--- src/rtl/axis_uart_tx.sv ---
// AXI-Stream to UART serializer: one AXIS word per frame, shifted out LSB-first
// with optional parity and 1-2 stop bits, paced by a single-cycle baud strobe.
`timescale 1ns/1ps

module axis_uart_tx #(
  parameter int unsigned PARITY_ENA  = 0,
  parameter int unsigned PARITY_TYPE = 0,
  parameter int unsigned STOP_BITS   = 1,
  parameter int unsigned DATA_BITS   = 8,
  parameter int unsigned BUS_WIDTH   = 1
) (
  input  logic                   aclk,
  input  logic                   arst,
  input  logic [BUS_WIDTH*8-1:0] s_axis_tdata,
  input  logic                   s_axis_tvalid,
  output logic                   s_axis_tready,
  input  logic                   uart_ena,
  output logic                   txd
);

  localparam int unsigned TDATA_W = BUS_WIDTH * 8;
  localparam int unsigned CNT_W   = 3;
  localparam int unsigned STOP_W  = 2;

  localparam logic [CNT_W-1:0]  LAST_BIT  = CNT_W'(DATA_BITS - 1);
  localparam logic [STOP_W-1:0] LAST_STOP = STOP_W'(STOP_BITS);

  typedef enum logic [2:0] {
    ST_IDLE,
    ST_START,
    ST_DATA,
    ST_PARITY,
    ST_STOP
  } state_t;

  state_t              state;
  logic [TDATA_W-1:0]  shreg;
  logic                parity_bit;
  logic [CNT_W-1:0]    bit_cnt;
  logic [STOP_W-1:0]   stop_cnt;

  logic data_xor_c;
  logic parity_c;

  // Parity of the word being accepted, captured alongside the data.
  assign data_xor_c = ^s_axis_tdata[DATA_BITS-1:0];

  always_comb begin
    parity_c = 1'b0;
    case (PARITY_TYPE)
      0:       parity_c = data_xor_c;
      1:       parity_c = ~data_xor_c;
      2:       parity_c = 1'b1;
      default: parity_c = 1'b0;
    endcase
  end

  always_ff @(posedge aclk) begin
    if (arst) begin
      state         <= ST_IDLE;
      txd           <= 1'b1;
      s_axis_tready <= 1'b0;
      shreg         <= '0;
      parity_bit    <= 1'b0;
      bit_cnt       <= '0;
      stop_cnt      <= '0;
    end else begin
      case (state)
        ST_IDLE: begin
          txd <= 1'b1;
          if (s_axis_tvalid && s_axis_tready) begin
            shreg         <= s_axis_tdata;
            parity_bit    <= parity_c;
            bit_cnt       <= '0;
            stop_cnt      <= '0;
            s_axis_tready <= 1'b0;
            state         <= ST_START;
          end else begin
            s_axis_tready <= 1'b1;
          end
        end

        // The strobe coinciding with acceptance never reaches this state.
        ST_START: begin
          if (uart_ena) begin
            txd   <= 1'b0;
            state <= ST_DATA;
          end
        end

        ST_DATA: begin
          if (uart_ena) begin
            txd   <= shreg[0];
            shreg <= shreg >> 1;
            if (bit_cnt == LAST_BIT) begin
              state <= (PARITY_ENA != 0) ? ST_PARITY : ST_STOP;
            end else begin
              bit_cnt <= bit_cnt + CNT_W'(1);
            end
          end
        end

        ST_PARITY: begin
          if (uart_ena) begin
            txd   <= parity_bit;
            state <= ST_STOP;
          end
        end

        // First strobe opens the stop period; the (STOP_BITS+1)-th closes it.
        ST_STOP: begin
          if (uart_ena) begin
            txd <= 1'b1;
            if (stop_cnt == LAST_STOP) begin
              stop_cnt      <= '0;
              s_axis_tready <= 1'b1;
              state         <= ST_IDLE;
            end else begin
              stop_cnt <= stop_cnt + STOP_W'(1);
            end
          end
        end

        default: begin
          txd   <= 1'b1;
          state <= ST_IDLE;
        end
      endcase
    end
  end

endmodule

--- config.mk ---
export PLATFORM = sky130hd
export DESIGN_NAME = axis_uart_tx
export DESIGN_NICKNAME = d
export VERILOG_FILES = /design/src/rtl/axis_uart_tx.sv
export SDC_FILE = /design/constraint.sdc
export NUM_CORES = 1
export LEC_CHECK = 0
export ABC_AREA = 1
export CAP_MARGIN = 20
export CORE_MARGIN = 1.5
export CORE_UTILIZATION = 45
export DETAILED_ROUTE_END_ITERATION = 7
export GPL_TIMING_DRIVEN = 1
export HOLD_SLACK_MARGIN = 0.1
export PLACE_DENSITY_LB_ADDON = 0.2
export SLEW_MARGIN = 20
export SYNTH_ARGS = -nofsm -noshare
export SYNTH_HDL_FRONTEND = slang
export SYNTH_SLANG_ARGS = --single-unit
--- constraint.sdc ---
create_clock -name aclk -period 1.4 [get_ports aclk]
set_input_delay 0.14 -clock aclk [delete_from_list [all_inputs] [get_ports aclk]]
set_output_delay 0.14 -clock aclk [all_outputs]
set_load 0.1 [all_outputs]
==> run summary <==
The number of max-slew violations in the final report came out at 0. The final number of setup-violating endpoints is 0. The core box area came out at 2540 um2.

The width of the die is 55.5 um. The path class of the tightest hold or removal check is reg2reg. The final cell count without fillers came out at 231.

For this run, the leading register cell type out of synthesis is dfxtp_1. The critical path start-end classification is reg2reg. The detailed-routing iteration count for the pre-antenna-repair pass is 4. The cell area that synthesis handed to floorplanning was 1240 um2. The final count of hold timing violations was 0. The number of buffers created by CTS came out at 3. The share of flip-flops with an asynchronous set or reset after synthesis is 0%. The average routed wire per standard cell came out at 10.3 um. The post-synthesis sequential element count came out at 19. The clock share of power is 7.7%. The post-detailed-placement half-perimeter wirelength is 1800 um. The power per cell area is 2480 nW/um2. The required time of the critical path came out at 1.61 ns.

The share of the yosys chip area belonging to registers came out at 30.6%. The net count of the mapped netlist came out at 195. The layout overhead on the synthesized area came out at 20.7%. In this run the worst setup path terminates at bit_cnt[2]$_SDFFE_PP0P_. The total number of nets in the final design came out at 216. The post-detailed-routing wire length is 2370 um. The worst setup path is launched from a flop. For the pin with the worst max-slew slack, the measured transition is 0.228 ns. The leakage power figure is 0.711 nW. The most critical setup path has its startpoint at bit_cnt[0]$_SDFFE_PP0P_. The combinational family with the most area after synthesis is simple AND/OR/NAND/NOR gates. The minimum setup slack after placement is 0.0500 ns. The count of standard-cell rows came out at 18. The die span in y came out at 55.5 um. The largest fanout on the critical path is 4.

In the global route stage, overall resource usage came out at 16.0%. The xor/xnor share of the synthesized area came out at 5.64%. By instance count, the leading cell after synthesis is nand2_1. Summed over all instances, the cell type with the most area after synthesis is dfxtp_1. The die area came out at 3090 um2.

Across the VDD grid, the largest voltage drop is 0.00174 V. The share of total power dissipated in sequential elements is 25.5%. In this run the critical register-to-register path is launched from bit_cnt[0]$_SDFFE_PP0P_. The analysis attributes to net switching a power of 1.91 mW.

The adder-cell share of the synthesized area came out at 2.01%. The number of antenna violations at the first check in global routing came out at 0. At the end of routability-driven placement, the weighted congestion stood at 0.838. Yosys attributes the largest share of cell area to dfxtp_1 31%, nand2_1 16%, nor2_1 6.9%, nand3_1 5.2%, inv_1 4.8%. The residual antenna-violating net count after detailed routing came out at 0. The number of synthesis warnings came out at 0. The number of primary I/O pins is 14.

The number of port buffers came out at 13. The number of distinct library cells after synthesis came out at 24. The flop-to-flop setup slack is 0.11 ns. Counting tap cells, the placed design contains a total of 226 instances. Clock latency on the worst-skew pair, taken at its later pin, is 0.30 ns. The commonest cells after synthesis are 54 x nand2_1, 23 x nor2_1, 19 x dfxtp_1, 16 x inv_1, 13 x nand3_1. Averaged over all synthesized cells, the footprint is 6.86 um2. The tree built by TritonCTS fans out to 19 sinks. Clock-pin slew was measured on the worst setup and hold paths at 0.11 ns. The number of cells on the worst reg-to-reg path came out at 8.

The final worst hold slack is 0.451 ns. The area fraction of the dominant cell type after synthesis is 30.6%. The flow ran to the end, and the final reports show no timing, DRC or antenna violations. The number of global-route vias before repair is 975. The post-synthesis mux area share came out at 0%. The data arrival at the endpoint of the critical path came out at 1.49 ns.

The combinational cell fraction of total power came out at 66.8%. The pin count of the biggest net entering global routing is 19. The synthesized instance count came out at 181. The via count of the routed design is 1,111. The endpoint of the lowest-slack register-to-register path is bit_cnt[2]$_SDFFE_PP0P_. In this run, the number of DRC markers left after iteration 0 of detailed routing was 23. The area fraction in and, or, nand and nor cells after synthesis is 45.5%.

The TritonCTS clock tree is yes. Net switching is 51.5% of the power. The internal portion of the total power is 1.80 mW. After detailed routing, the number of remaining DRC violations is 0.

The number of buffers inserted by hold repair at cts came out at 0. CTS built an H-tree with a depth of 1. The number of vias per cell is 4.81. The maximum clock rate came out at 0.776 GHz.

The worst pin sits at a relative slew slack of 84.8%. The number of fillers in the final layout came out at 235. The final standard cell utilization of the core came out at 58.9%. In this run, synthesis inferred 0 flip-flops with an integrated enable.

The buffer cell driving the clock tree root is clkbuf_4. The antenna cell count came out at 0. The final period demand of the worst path is 1.29 ns. Across the run, the number of max-cap violations was 0. The maximum clock skew at final layout came out at 0.00470 ns. The fraction of final layout cells with drive strength greater than 1 is 19.4%. The total congestion overflow after global routing came out at 0.

The clock passes through at most 2 buffers. STA classifies the critical path endpoint as a flop. The synthesized netlist devotes 6.65% of its cell area to compound gates. Across all setup checks in the final design, the least slack found is 0.112 ns.

The first global-routing pass estimated 4040 um of wire. Once the floorplan was initialized, standard cells occupied 48.8% of the core. The final cycle utilization of the critical path is 92.0%.
-- worst min-delay path by stage --
stage / startpoint / end / slack (ns) / depth (start not counted)
floorplan: arst / state[0]$_SDFFE_PP0P_ / 0.21 / 1
global placement: stop_cnt[1]$_SDFFE_PP0P_ / stop_cnt[1]$_SDFFE_PP0P_ / 0.42 / 2
detailed placement: stop_cnt[1]$_SDFFE_PP0P_ / stop_cnt[1]$_SDFFE_PP0P_ / 0.43 / 2
CTS: stop_cnt[1]$_SDFFE_PP0P_ / stop_cnt[1]$_SDFFE_PP0P_ / 0.45 / 2
global route: stop_cnt[1]$_SDFFE_PP0P_ / stop_cnt[1]$_SDFFE_PP0P_ / 0.47 / 2
finish: stop_cnt[1]$_SDFFE_PP0P_ / stop_cnt[1]$_SDFFE_PP0P_ / 0.45 / 2
-- logic make-up (layout without fill, tap and decap cells) --
| group | Yosys count | in the layout |
|---|---|---|
| buffers and inverters | 22 | 42 |
| adder cells (fa/ha/maj) | 2 | 2 |
| AO/OA/AOI/OAI | 16 | 16 |
| XOR/XNOR | 8 | 8 |
| AND/OR/NAND/NOR | 114 | 114 |
| flip-flops | 19 | 19 |
-- flip-flops by register name, summed over array words and instances (netlist names) --
| register | flops |
|---|---|
| shreg | 8 |
| bit_cnt | 3 |
| state | 3 |
| stop_cnt | 2 |
| parity_bit | 1 |
| s_axis_tready | 1 |
| txd | 1 |
-- repair_timing --
action | CTS | global route
endpoints found under the setup margin | 0 | 14
setup buffers | 0 | 1
resized for setup | 0 | 7
-- placed cells by master, fill, tap and decap left out, drive strengths merged --
master	count
clkbuf	4
nor2	32
a21oi	3
ha	2
xor2	4
dfxtp	19
inv	19
buf	8
nand3	14
or2	1
nand4	2
nand2	65
o211ai	1
xnor2	4
clkdlybuf4s50	11
o21ai	12
-- metal layers --
metal	wire (um)	vias to the layer above	track usage [%]
li1	-	606	-
met1	1210	493	21.2
met2	1080	10	25.9
met3	71	2	2.58
met4	13	0	6.27
met5	0	-	0
-- critical path, stage by stage (launching register included) --
cell	delay, ns
dfxtp_1	0.34
ha_1	0.20
ha_1	0.18
inv_1	0.06
nand2_2	0.10
nand2_1	0.13
nand3_1	0.08
nand2_1	0.07
nor2_1	0.04
-- area by class of cell --
type	instances	area [um2]	share of cell area, %
multi-input cells	140	763	50.9
flip-flops and latches	19	387	25.8
repair buffers	19	208	13.8
inverters	19	78.8	5.25
well taps	30	37.5	2.50
clock buffers	4	26.3	1.75
-- stage by stage --
step           power, mW    TNS, ns  instance area, um2
2_1_floorplan       3.01          0                1250
3_3_place_gp        3.28          0                1440
3_5_place_dp        3.33          0                1440
4_1_cts             3.63          0                1470
5_1_grt             4.11  -0.000950                1500
6_report            3.72          0                1500
-- power groups by stage --
stage | registers (mW) | logic (mW) | clock network, mW
floorplan | 1.08 | 1.93 | 0
global placement | 0.936 | 2.34 | 0
detailed placement | 0.949 | 2.38 | 0
CTS | 0.938 | 2.40 | 0.296
global route | 0.973 | 2.81 | 0.327
finish | 0.946 | 2.48 | 0.286
(Power assumes the default switching activity.)
